--- src/rtl/pattern_gen_multi.sv ---
// VGA test-pattern generator: gradient / colour bars / checker / solid, switched at frame start.
// Latency: 1 cycle from pix_x/pix_y to every registered output.
// Backpressure: none; the pixel stream advances every cycle and cannot be stalled.
module pattern_gen_multi #(
    parameter int COLOR_W     = 3,
    parameter int COORD_W     = 11,
    parameter int H_ACTIVE    = 800,
    parameter int V_ACTIVE    = 600,
    parameter int BAR_W       = 100,
    parameter int CHECK_SHIFT = 5,
    parameter int SCROLL_STEP = 4
) (
    input  logic               clk_in,
    input  logic               rst_n_in,
    input  logic [COORD_W-1:0] pix_x,
    input  logic [COORD_W-1:0] pix_y,
    input  logic [1:0]         mode_in,
    input  logic               enable_in,
    output logic [COLOR_W-1:0] red_out,
    output logic [COLOR_W-1:0] green_out,
    output logic [COLOR_W-1:0] blue_out,
    output logic               active_out,
    output logic               frame_start_out,
    output logic [7:0]         frame_cnt_out
);

    localparam int N     = 2 ** COLOR_W;
    localparam int SEG_I = H_ACTIVE / N;

    localparam logic [COORD_W:0]   H_ACT = H_ACTIVE[COORD_W:0];
    localparam logic [COORD_W-1:0] V_ACT = V_ACTIVE[COORD_W-1:0];
    localparam logic [COORD_W:0]   SEG   = SEG_I[COORD_W:0];
    localparam logic [COORD_W:0]   STEP  = SCROLL_STEP[COORD_W:0];
    localparam logic [COORD_W-1:0] BAR   = BAR_W[COORD_W-1:0];
    localparam logic [COLOR_W-1:0] ONES  = '1;

    logic [1:0]         mode_q;
    logic [COORD_W-1:0] scroll_q;
    logic [7:0]         cnt_q;
    logic               org_d;

    logic               org;
    logic               fs;
    logic               active;
    logic [COORD_W:0]   scroll_sum;
    logic [COORD_W:0]   scroll_nx;
    logic [COORD_W:0]   scroll_e;
    logic [7:0]         cnt_e;
    logic [1:0]         mode_e;
    logic [COORD_W:0]   xs_sum;
    logic [COORD_W:0]   xs;
    logic [COORD_W:0]   g;
    logic [COORD_W-1:0] bar_idx;
    logic [2:0]         bar_rgb;
    logic               chk;
    logic [COLOR_W-1:0] r_nx;
    logic [COLOR_W-1:0] g_nx;
    logic [COLOR_W-1:0] b_nx;
    logic               unused_bits;

    always_comb begin
        org        = (pix_x == '0) && (pix_y == '0);
        fs         = org && !org_d;
        active     = ({1'b0, pix_x} < H_ACT) && (pix_y < V_ACT);

        // Scroll wraps by subtraction so it never leaves 0..H_ACTIVE-1.
        scroll_sum = {1'b0, scroll_q} + STEP;
        scroll_nx  = (scroll_sum >= H_ACT) ? scroll_sum - H_ACT : scroll_sum;

        // The frame-start pixel already uses the freshly updated state.
        scroll_e   = fs ? scroll_nx : {1'b0, scroll_q};
        cnt_e      = fs ? cnt_q + 8'd1 : cnt_q;
        mode_e     = fs ? mode_in : mode_q;

        xs_sum     = {1'b0, pix_x} + scroll_e;
        xs         = (xs_sum >= H_ACT) ? xs_sum - H_ACT : xs_sum;
        g          = xs / SEG;

        bar_idx    = pix_x / BAR;
        bar_rgb    = ~bar_idx[2:0];
        chk        = pix_x[CHECK_SHIFT] ^ pix_y[CHECK_SHIFT] ^ cnt_e[6];

        r_nx = '0;
        g_nx = '0;
        b_nx = '0;
        if (active && enable_in) begin
            unique case (mode_e)
                2'd0: begin
                    r_nx = g[COLOR_W-1:0];
                    g_nx = g[COLOR_W-1:0] >> 1;
                    b_nx = g[COLOR_W-1:0] >> 2;
                end
                2'd1: begin
                    r_nx = bar_rgb[2] ? ONES : '0;
                    g_nx = bar_rgb[1] ? ONES : '0;
                    b_nx = bar_rgb[0] ? ONES : '0;
                end
                2'd2: begin
                    r_nx = chk ? ONES : '0;
                    g_nx = chk ? ONES : '0;
                    b_nx = chk ? ONES : '0;
                end
                default: begin
                    r_nx = cnt_e[COLOR_W-1:0];
                    g_nx = ~cnt_e[COLOR_W-1:0];
                    b_nx = cnt_e[7 -: COLOR_W];
                end
            endcase
        end
    end

    assign unused_bits = ^{g[COORD_W:COLOR_W], bar_idx[COORD_W-1:3], cnt_e};

    always_ff @(posedge clk_in or negedge rst_n_in) begin
        if (!rst_n_in) begin
            mode_q          <= '0;
            scroll_q        <= '0;
            cnt_q           <= '0;
            org_d           <= 1'b0;
            red_out         <= '0;
            green_out       <= '0;
            blue_out        <= '0;
            active_out      <= 1'b0;
            frame_start_out <= 1'b0;
        end else begin
            org_d           <= org;
            if (fs) begin
                mode_q   <= mode_in;
                scroll_q <= scroll_nx[COORD_W-1:0];
                cnt_q    <= cnt_q + 8'd1;
            end
            red_out         <= r_nx;
            green_out       <= g_nx;
            blue_out        <= b_nx;
            active_out      <= active;
            frame_start_out <= fs;
        end
    end

    assign frame_cnt_out = cnt_q;

endmodule

--- config.mk ---
export PLATFORM = sky130hd
export DESIGN_NAME = pattern_gen_multi
export DESIGN_NICKNAME = d
export VERILOG_FILES = /design/src/rtl/pattern_gen_multi.sv
export SDC_FILE = /design/constraint.sdc
export NUM_CORES = 1
export LEC_CHECK = 0
export CORE_MARGIN = 5
export CORE_UTILIZATION = 50
export DETAILED_ROUTE_END_ITERATION = 7
export HOLD_SLACK_MARGIN = 0.1
export PLACE_DENSITY_LB_ADDON = 0.25
export SLEW_MARGIN = 10
export SYNTH_ARGS = -nofsm -noshare
export SYNTH_HDL_FRONTEND = slang
export SYNTH_SLANG_ARGS = --single-unit
--- constraint.sdc ---
create_clock -name clk_in -period 7.45 [get_ports clk_in]
set_input_delay 1.49 -clock clk_in [delete_from_list [all_inputs] [get_ports clk_in]]
set_output_delay 1.49 -clock clk_in [all_outputs]
set_load 0.02 [all_outputs]
==> impl_summary.txt <==
----------------------------------------------------
[Floorplan]
  Die height ... 99.1 um
  Core region area ... 7730 um2
  Area enclosed by the die boundary ... 9820 um2
  Std cell rows ... 32
  Number of ports placed on the die boundary ... 46
  Die boundary width ... 99.1 um
  Initial Util ... between 50% and 60%

[Critical path]
  Number of cell instances on the worst register-to-register path ... 30
  Reg-to-reg slack, setup ... around 0.050 ns
  Worst Setup Start Kind ... primary input
  Worst path bufs/invs ... 8
  Cell repeated most along the worst path ... sky130_fd_sc_hd__buf_4
  Capture instance of the worst register-to-register path ... red_out[0]$_DFF_PN0_
  Worst Setup Path Type ... primary input to flop
  Startpoint of the most critical setup path ... pix_y[0]
  Destination of the critical timing path ... red_out[0]$_DFF_PN0_
  Cell depth of the worst setup path ... 29
  CP endpoint kind ... flop
  Largest delay contributor family on the critical path ... compound AO/OA/AOI/OAI gates
  Maximum fanout along the worst path ... 5
  Worst endpoint required time ... between 7 and 8 ns
  Highest cell delay on the worst timing path ... roughly 0.56 ns
  Arrival time at the worst endpoint ... 7.97 ns
  Launch instance of the worst register-to-register path ... scroll_q[2]$_DFFE_PN0N_
  Worst path slowest cell ... sky130_fd_sc_hd__or4_4

[Logic synthesis]
  Netlist area before placement ... 3970 um2
  Count of flip-flops with a built-in enable after synthesis ... 0
  Most instantiated cells after synthesis ... 42 x sky130_fd_sc_hd__nand2_1, 40 x sky130_fd_sc_hd__a21oi_1, 36 x sky130_fd_sc_hd__nor2_1, 31 x sky130_fd_sc_hd__dfrtp_1, 29 x sky130_fd_sc_hd__xnor2_1
  Number of instances in the synthesized netlist ... 507
  Share of the synthesized area in the top cell type ... 19.5%
  Synth Flop Type ... sky130_fd_sc_hd__dfrtp_1
  Most common cell in the synthesized netlist ... sky130_fd_sc_hd__nand2_1
  Post-Syn Nets ... 550
  Share of synthesized flip-flops with an asynchronous set or reset ... 100%
  Post-synthesis sequential area ratio ... 19.5%
  Flip-flop and latch count after synthesis ... 31
  Cell taking the most area after synthesis ... sky130_fd_sc_hd__dfrtp_1
  Main combinational cell family by area after synthesis ... compound AO/OA/AOI/OAI gates
  Parity-gate share of the synthesized area counting xor and xnor cells ... 8.82%
  Compound-Gate Fraction of Synth Area ... 33.0%
  Arithmetic-cell share of the synthesized area counting full adders, half adders and majority gates ... 6.74%
  Ys Warns ... 0
  Fraction of synthesized area in multiplexers ... 4.51%
  Number of library cell types mapped by synthesis ... 78
  Simple-gate area share of the yosys netlist ... 23.5%
  Most area-consuming cells after synthesis ... sky130_fd_sc_hd__dfrtp_1 20%, sky130_fd_sc_hd__xnor2_1 6.4%, sky130_fd_sc_hd__a21oi_1 5.0%, sky130_fd_sc_hd__ha_1 4.7%, sky130_fd_sc_hd__nand2_1 4.0%
  Post-Syn Area per Cell ... 7.83 um2

[Power]
  Largest vdd supply drop ... 0.0000582 V
  Clock share of power ... 26.3%
  Part of the total power dissipated in sequential elements ... about a quarter
  Switching share of power ... 35.5%
  Power Total ... approximately 0.67 mW
  Logic gate share of total power ... between 40% and 50%
  Net switching power figure ... 0.236 mW
  Leak Pwr ... 2.88 nW
  Power per unit of standard cell area ... 101 nW/um2
  Cell internal power dissipation ... 0.429 mW

[STA]
  Maximum clock rate ... 0.129 GHz
  Smallest setup slack after layout ... -0.327 ns
  Max-slew violations ... 0
  Worst Max-Slew Pin Slew ... ~0.85 ns
  Endpoints failing setup ... 5
  Headroom to the max-slew limit ... 41.4%
  RSZ-0062 raised after global routing ... true
  Clock skew ... 0.00584 ns
  Total count of hold-check failures in the final report ... 0
  Min Clock Period, post-route ... between 7 and 8 ns
  Final worst-path cycle share ... 104%

[Drt]
  Via count ... roughly 5400
  Number of iterations in the first detailed-routing pass ... 5
  Post-route antenna net violation count ... 0
  DRT Wirelength ... between 15000 and 20000 um
  Post-DR wirelength/cell ... 21.5 um
  Detail-routed via count per cell ... between 6 and 7
  DRC violations left ... 0
  Initial detailed-routing violation count ... 459

[Placed design]
  Placer Congestion ... 0.905
  Number of cells after detailed placement ... 747
  Quantity of I/O buffers inserted on ports ... 45
  Placement-stage cell area ... 5510 um2
  Worst slack after detailed placement ... -0.704 ns
  DPL Wire Length ... approximately 10000 um

[Run]
  Max_cap viols ... 0

[Clock tree]
  Master cell of the clock root buffer ... sky130_fd_sc_hd__clkbuf_8
  CTS tree ... done
  Insertion delay to the later sink of the worst-skew pair ... 0.29 ns
  Buffer depth of the longest clock path ... 2
  H-tree levels ... 2
  Number of buffers inserted during clock tree synthesis ... 5
  Post-CTS clock slew at the launch and capture registers of the worst setup and hold paths ... 0.07 ns
  Clock Sink Count ... 31

[Status]
  Outcome ... complete, but fails checks
  Failing checks ... setup timing

[Final layout]
  Post-layout instance count excluding filler cells ... between 800 and 900
  Final-stage net count ... 744
  Multi-input combinational cell area ... 3740 um2
  Share of final-layout standard cells stronger than drive strength 1 ... 42.5%
  Post-route cell area ... about 6600 um2
  Diodes inserted ... 0
  Sequential standard cell area ... 776 um2
  Core occupancy in the finished layout ... 85.0%
  Area Overhead vs Synth ... 65.4%
  Fill cells ... 386

[GRT]
  Largest net degree at the start of global routing ... 32
  Number of antenna violations at the first check in global routing ... 0
  Number of global-route vias before repair ... between 4000 and 5000
  Global-route wire length before repair ... 23400 um
  Total overflow reported by the global router ... 0
  Gr usage total ... 28.3%

[Hold path]
  Kind of path behind the tightest hold check ... flop to flop

----------------------------------------------------
registers in the layout, summed over array words and instances (netlist names):
signal / count
active_out: 1
blue_out: 3
frame_cnt_out: 8
frame_start_out: 1
green_out: 3
mode_q: 2
org_d: 1
red_out: 3
scroll_q: 9
logic make-up after synthesis:
group           Yosys count
mux                      17
simple gates            180
buf+inv                  38
fa+ha+maj                22
xor+xnor                 40
compound gates          179
flops                    31
per-layer routing:
metal / wire length, um / track usage (%) / up-vias
li1: - / - / 2318
met1: 6350 / 35.0 / 2533
met2: 8250 / 51.1 / 433
met3: 1480 / 3.58 / 128
met4: 1220 / 8.61 / 0
met5: 0 / 0 / -
metrics by stage:
stage                     hold WS, ns  TNS (ns)
after floorplan                 0.528    -0.519
after global placement          0.487     -2.80
after detailed placement        0.491     -3.43
after CTS                       0.503         0
after global routing            0.519     -1.96
final                           0.496    -0.822
what timing repair did:
item                                   CTS  global route
setup endpoints to repair                6             6
pin swaps                               44            64
buffers inserted                        31            19
endpoints found under the hold margin    0             0
gates resized for setup                 70            61
cloned                                   1             0
hold buffers                             0             0
worst min-delay path by stage:
stage                               startpoint                          to  slack, ns  cells after the start
floorplan              scroll_q[9]$_DFFE_PN0N_     scroll_q[9]$_DFFE_PN0N_       0.53                      1
global placement    frame_cnt_out[7]$_DFF_PN0_  frame_cnt_out[7]$_DFF_PN0_       0.49                      1
detailed placement  frame_cnt_out[7]$_DFF_PN0_  frame_cnt_out[7]$_DFF_PN0_       0.49                      1
CTS                 frame_cnt_out[7]$_DFF_PN0_  frame_cnt_out[7]$_DFF_PN0_       0.50                      1
global route        frame_cnt_out[7]$_DFF_PN0_  frame_cnt_out[7]$_DFF_PN0_       0.52                      1
finish              frame_cnt_out[7]$_DFF_PN0_  frame_cnt_out[7]$_DFF_PN0_       0.50                      1
cell type report:
class                           count  area share, %
Sequential cell                    31           11.8
Inverter                           17          0.972
Timing Repair Buffer              208           26.5
Clock inverter                      2          0.533
Clock buffer                        6           1.26
Multi-Input combinational cell    438           56.9
Tap cell                          102           1.94
power by group through the flow:
stage | clock network, mW | registers (mW) | logic (mW)
after global placement | 0 | 0.173 | 0.241
after global routing | 0.183 | 0.170 | 0.336
after detailed placement | 0 | 0.173 | 0.248
final | 0.175 | 0.170 | 0.321
after floorplan | 0 | 0.175 | 0.141
after CTS | 0.177 | 0.170 | 0.275
layout by cell type (no fill, tap or decap), types with 9 or more instances in the layout:
cell type,Yosys,final
sky130_fd_sc_hd__dlymetal6s2s_1,0,13
sky130_fd_sc_hd__buf_6,1,9
sky130_fd_sc_hd__clkdlybuf4s50_1,0,29
sky130_fd_sc_hd__nor2_1,36,31
sky130_fd_sc_hd__nand2_1,42,37
sky130_fd_sc_hd__dfrtp_1,31,31
sky130_fd_sc_hd__o21ai_0,20,16
sky130_fd_sc_hd__nor3_1,17,12
sky130_fd_sc_hd__mux2i_1,10,10
sky130_fd_sc_hd__nand3_1,15,12
sky130_fd_sc_hd__a21oi_1,40,31
sky130_fd_sc_hd__and2_1,12,9
sky130_fd_sc_hd__buf_4,0,155
sky130_fd_sc_hd__inv_1,16,14
sky130_fd_sc_hd__xnor2_1,29,24
No activity file was read; power rests on OpenSTA's default activity.
